## config.mk

```make
export PLATFORM = sky130hd
export DESIGN_NAME = lut_scan_addr
export DESIGN_NICKNAME = d
export VERILOG_FILES = /design/src/rtl/lut_check_pkg.sv /design/src/rtl/lut_scan_addr.sv
export SDC_FILE = /design/constraint.sdc
export NUM_CORES = 1
export LEC_CHECK = 0
export ABC_AREA = 1
export BUFFER_PORTS_ARGS = -buffer_cell sky130_fd_sc_hd__buf_2
export CORE_UTILIZATION = 25
export DETAILED_ROUTE_END_ITERATION = 10
export PLACE_DENSITY = 0.47
export SETUP_SLACK_MARGIN = 0.2
export SLEW_MARGIN = 20
export SYNTH_ARGS = -nofsm -noshare
export SYNTH_HDL_FRONTEND = slang
export SYNTH_SLANG_ARGS = --single-unit
```

## constraint.sdc

```tcl
create_clock -name clk -period 1.5 [get_ports clk]
set_clock_uncertainty 0.2 [all_clocks]
set_input_delay 0.3 -clock clk [delete_from_list [all_inputs] [get_ports clk]]
set_output_delay 0.3 -clock clk [all_outputs]
set_load 0.02 [all_outputs]
```

## src/rtl/lut_check_pkg.sv

```systemverilog
// Shared types for the LUT coefficient checker: scan FSM states and the
// first-mismatch record, plus the address-width helper used by every block.
package lut_check_pkg;

   localparam int FE_ADDR_W = 16;
   localparam int FE_COEF_W = 64;

   typedef enum logic [1:0] {
      ST_IDLE  = 2'd0,
      ST_SCAN  = 2'd1,
      ST_DRAIN = 2'd2
   } state_e;

   // Fields are sized for the largest supported configuration; users slice.
   typedef struct packed {
      logic [FE_ADDR_W-1:0] bank;
      logic [FE_ADDR_W-1:0] lut;
      logic [FE_ADDR_W-1:0] idx;
      logic [FE_COEF_W-1:0] got;
      logic [FE_COEF_W-1:0] exp;
   } first_err_t;

   function automatic int addr_w(input int n);
      return (n > 1) ? $clog2(n) : 1;
   endfunction

endpackage

```

## src/rtl/lut_scan_addr.sv

```systemverilog
// Nested bank/lut/idx address counter: idx runs fastest, wraps to (0,0,0)
// after the last address so a following scan needs no explicit clear.
module lut_scan_addr
   import lut_check_pkg::*;
#(
   parameter int N_BANKS  = 2,
   parameter int N_LUTS   = 8,
   parameter int LUT_SIZE = 8,
   localparam int BANK_W  = addr_w(N_BANKS),
   localparam int LUT_W   = addr_w(N_LUTS),
   localparam int IDX_W   = addr_w(LUT_SIZE)
) (
   input  logic              clk,
   input  logic              rst,
   input  logic              clr_i,
   input  logic              en_i,
   output logic [BANK_W-1:0] bank_o,
   output logic [LUT_W-1:0]  lut_o,
   output logic [IDX_W-1:0]  idx_o,
   output logic              first_o,
   output logic              last_o
);

   logic [BANK_W-1:0] bank_q, bank_d;
   logic [LUT_W-1:0]  lut_q, lut_d;
   logic [IDX_W-1:0]  idx_q, idx_d;
   logic              bank_max, lut_max, idx_max;

   assign bank_max = (bank_q == BANK_W'(N_BANKS - 1));
   assign lut_max  = (lut_q == LUT_W'(N_LUTS - 1));
   assign idx_max  = (idx_q == IDX_W'(LUT_SIZE - 1));

   always_comb begin
      bank_d = bank_q;
      lut_d  = lut_q;
      idx_d  = idx_q;
      if (clr_i) begin
         bank_d = '0;
         lut_d  = '0;
         idx_d  = '0;
      end else if (en_i) begin
         if (!idx_max) begin
            idx_d = idx_q + IDX_W'(1);
         end else begin
            idx_d = '0;
            if (!lut_max) begin
               lut_d = lut_q + LUT_W'(1);
            end else begin
               lut_d  = '0;
               bank_d = bank_max ? '0 : bank_q + BANK_W'(1);
            end
         end
      end
   end

   always_ff @(posedge clk) begin
      if (rst) begin
         bank_q <= '0;
         lut_q  <= '0;
         idx_q  <= '0;
      end else begin
         bank_q <= bank_d;
         lut_q  <= lut_d;
         idx_q  <= idx_d;
      end
   end

   assign bank_o  = bank_q;
   assign lut_o   = lut_q;
   assign idx_o   = idx_q;
   assign first_o = (bank_q == '0) && (lut_q == '0) && (idx_q == '0);
   assign last_o  = bank_max && lut_max && idx_max;

endmodule

```

==> Implementation_results.wiki <==
{| class="wikitable"
! Metric !! Value
|-
| Run status || finished, violations left
|-
| Violated checks || setup timing
|-
| Worst setup slack for register-to-register paths || 120 ps
|-
| Instance count of the mapped netlist || 54
|-
| Final setup slack of the worst path || -232 ps
|-
| Pins Over Slew Limit || 0
|-
| Via count of the first global-routing pass || 351
|-
| Critical Path End Type || output port
|-
| Pin count of the biggest net entering global routing || 8
|-
| Share of total power in the clock network || 42.6%
|-
| Startpoint kind of the worst setup timing path || flop
|-
| CTS sink cnt || 7
|-
| Worst flop-to-flop path startpoint || idx_o[1]$_SDFFE_PP0P_
|-
| Horizontal extent of the die || 42.1 um
|-
| Number of nets in the finished design || 85
|-
| Part of the Yosys area used for sequential elements || 34.8%
|-
| Average detailed-routed wire length per instance || 9.75 um
|-
| Reported max-cap violation count || 0
|-
| Worst Path Max Fanout || 3
|-
| Power Dens Cells || 583 nW/um^2
|-
| Hold violation total from the final report || 0
|-
| Share of the cycle needed by the critical path after routing || 115%
|-
| Overall track demand over capacity in global routing || 11.6%
|-
| Post-synthesis register bit count || 7
|-
| Vias after detailed routing || 395
|-
| Worst hold margin || 118 ps
|-
| Hold bufs inserted after CTS || 0
|-
| Drt first-iter violations || 4
|-
| Worst-path clk slew || 60 ps
|-
| Startpoint-to-endpoint class of the critical path || reg2out
|-
| Portion of total power attributed to sequential cells || 45.3%
|-
| Floorplan core area || 1510 sq um
|-
| Launching element of the worst setup path || idx_o[1]$_SDFFE_PP0P_
|-
| Total setup violations reported at the end of the flow || 2
|-
| Die extent in y || 42.1 um
|-
| Area of the die || 1780 sq um
|-
| Wire length after detailed routing || 868 um
|-
| Syn Nets || 65
|-
| Setup repair after global routing missed its margin || true
|-
| Required arrival time at the worst endpoint || 1000 ps
|-
| CTS tree || yes
|-
| Switching power as a share of total power || 25.4%
|-
| Power after layout || 0.407 mW
|-
| Clock latency on the worst-skew pair || 250 ps
|-
| Achievable clock frequency || 577 MHz
|-
| VDD IR max || 0.000252 V
|-
| Pre-antenna DRT Iters || 3
|-
| Total DRC errors in the routed layout || 0
|-
| Root Buffer || sky130_fd_sc_hd__clkbuf_4
|-
| Global placement routability congestion || 0.684
|-
| Type of the worst min-delay path || in2reg
|-
| Data arrival, critical path || 1230 ps
|-
| Antenna violations before repair || 0
|-
| Layout-stage area growth over the synthesis result || 73.3%
|-
| Area after DPL || 556 sq um
|-
| Drt via density || 4.44
|-
| Area contributors post-synth || sky130_fd_sc_hd__dfxtp_1, sky130_fd_sc_hd__ha_1, sky130_fd_sc_hd__inv_1
|-
| Core Rows || 14
|-
| LEAKAGE || 0.300 nW
|-
| Cell variety after synth || 12
|-
| Area share of the largest cell type after synthesis || 34.8%
|-
| Synth Warn # || 0
|-
| Fraction of layout cells with a size suffix above 1 || 63.0%
|-
| Last element of the critical path || first_o
|-
| Number of antenna diodes || 0
|-
| Worst slew margin relative to its limit || 88.9%
|-
| Switching power || 0.103 mW
|-
| Largest buffer count on any clock path || 2
|-
| Slew of the pin with the lowest slew margin || 167 ps
|-
| Cell internal power dissipation || 0.303 mW
|-
| Wire length of the first global-routing pass || 1.48 mm
|-
| Inserted Clock Buffers || 3
|-
| Aggregate global routing overflow || 0
|-
| Htree depth || 1
|-
| Post-route cell area || 698 sq um
|-
| Synth area leader || sky130_fd_sc_hd__dfxtp_1
|-
| R2R cell count || 7
|-
| Critical R2R Capture || lut_o[1]$_SDFFE_PP0P_
|-
| Count of buffers inserted at the top-level ports || 12
|-
| Number of nets with antenna violations after detailed routing || 0
|-
| Mean Syn Cell Area || 7.46 sq um
|-
| Initial cell density of the core || 26.7%
|-
| Synth Cell Area || 403 sq um
|-
| Detailed Place HPWL || 647 um
|-
| Minimum clock period after layout || 1730 ps
|-
| Finished Core Util || 46.3%
|-
| Combinational share of power || 12.1%
|-
| IO Count || 13
|}
[cell usage after synthesis, drive strengths merged]
| master | instances |
|---|---|
| ha | 7 |
| nand3 | 1 |
| nor3 | 1 |
| nand2 | 8 |
| nor2 | 11 |
| dfxtp | 7 |
| a21oi | 3 |
| nand4 | 1 |
| nand3b | 1 |
| o21ai | 4 |
| inv | 10 |
[metal layers]
layer  track usage (%)  part of all wire, %  vias to the layer above
met5                 0                    0                        -
met4              9.38                    0                        0
met3              2.59                  5.3                        0
met2              14.4                   46                       10
met1              16.8                   49                      174
li1                  -                    -                      211
[worst max-delay path, cell delays in order, from the launching register on]
cell	delay [ps]
sky130_fd_sc_hd__dfxtp_4	370
sky130_fd_sc_hd__inv_4	60
sky130_fd_sc_hd__ha_4	120
sky130_fd_sc_hd__nand3b_1	110
sky130_fd_sc_hd__nor3_4	190
sky130_fd_sc_hd__buf_6	140
[sequential cells by signal, summed over array words and instances (netlist names)]
register  flops
lut_o         3
bank_o        1
idx_o         3
[worst min-delay path by stage]
stage                                from                     to  slack, ps  cells past startpoint
floorplan                            en_i  idx_o[2]$_SDFFE_PP0P_        230                      2
global placement    lut_o[1]$_SDFFE_PP0P_  lut_o[1]$_SDFFE_PP0P_        300                      2
detailed placement  lut_o[1]$_SDFFE_PP0P_  lut_o[1]$_SDFFE_PP0P_        310                      2
CTS                                   rst  idx_o[2]$_SDFFE_PP0P_        110                      4
global route                          rst  idx_o[2]$_SDFFE_PP0P_        120                      4
finish                                rst  idx_o[2]$_SDFFE_PP0P_        120                      4
[power by group through the flow]
| stage | registers, mW | clock network, mW | logic (mW) |
|---|---|---|---|
| after global placement | 0.190 | 0 | 0.0379 |
| final | 0.184 | 0.173 | 0.0491 |
| after floorplan | 0.193 | 0 | 0.0202 |
| after detailed placement | 0.190 | 0 | 0.0387 |
| after global routing | 0.184 | 0.201 | 0.0546 |
| after CTS | 0.184 | 0.189 | 0.0460 |
[layout by cell type (no fill, tap or decap), types with 2 or more instances in the layout]
master / count
sky130_fd_sc_hd__nor2_1: 6
sky130_fd_sc_hd__dfxtp_4: 6
sky130_fd_sc_hd__inv_1: 5
sky130_fd_sc_hd__buf_2: 5
sky130_fd_sc_hd__buf_4: 5
sky130_fd_sc_hd__buf_6: 5
sky130_fd_sc_hd__inv_4: 4
sky130_fd_sc_hd__nand2_1: 4
sky130_fd_sc_hd__ha_4: 4
sky130_fd_sc_hd__nand2_2: 3
sky130_fd_sc_hd__nor2_2: 3
sky130_fd_sc_hd__a21oi_1: 3
sky130_fd_sc_hd__clkbuf_4: 3
sky130_fd_sc_hd__nor2_4: 2
sky130_fd_sc_hd__o21ai_1: 2
sky130_fd_sc_hd__o21ai_0: 2
sky130_fd_sc_hd__ha_2: 2
[metrics by stage]
stage | setup WS [ps] | setup TNS (ps) | instances
after floorplan | 98.8 | 0 | 54
after global placement | 3.68 | 0 | 83
after detailed placement | -3.59 | -3.59 | 83
after CTS | -258 | -497 | 88
after global routing | -320 | -589 | 89
final | -232 | -437 | 89
[area by class of cell]
| class | count | area [sq um] |
|---|---|---|
| fillers | 154 | 808 |
| multi-input cells | 37 | 322 |
| flip-flops and latches | 7 | 164 |
| clock buffers | 4 | 26.3 |
| inverters | 10 | 47.5 |
| well taps | 16 | 20.0 |
| repair buffers | 15 | 119 |
[cell families after synthesis]
family | Yosys count | share of synthesized area, %
compound gates | 7 | 8.69
buf+inv | 10 | 9.32
flops | 7 | 34.8
simple gates | 23 | 25.5
fa+ha+maj | 7 | 21.7
[repair_timing]
item | in CTS | in global routing
pin swaps | 4 | 10
buffers inserted | 1 | 1
endpoints found under the setup margin | 8 | 12
gates resized for setup | 22 | 16
(Power assumes the default switching activity.)
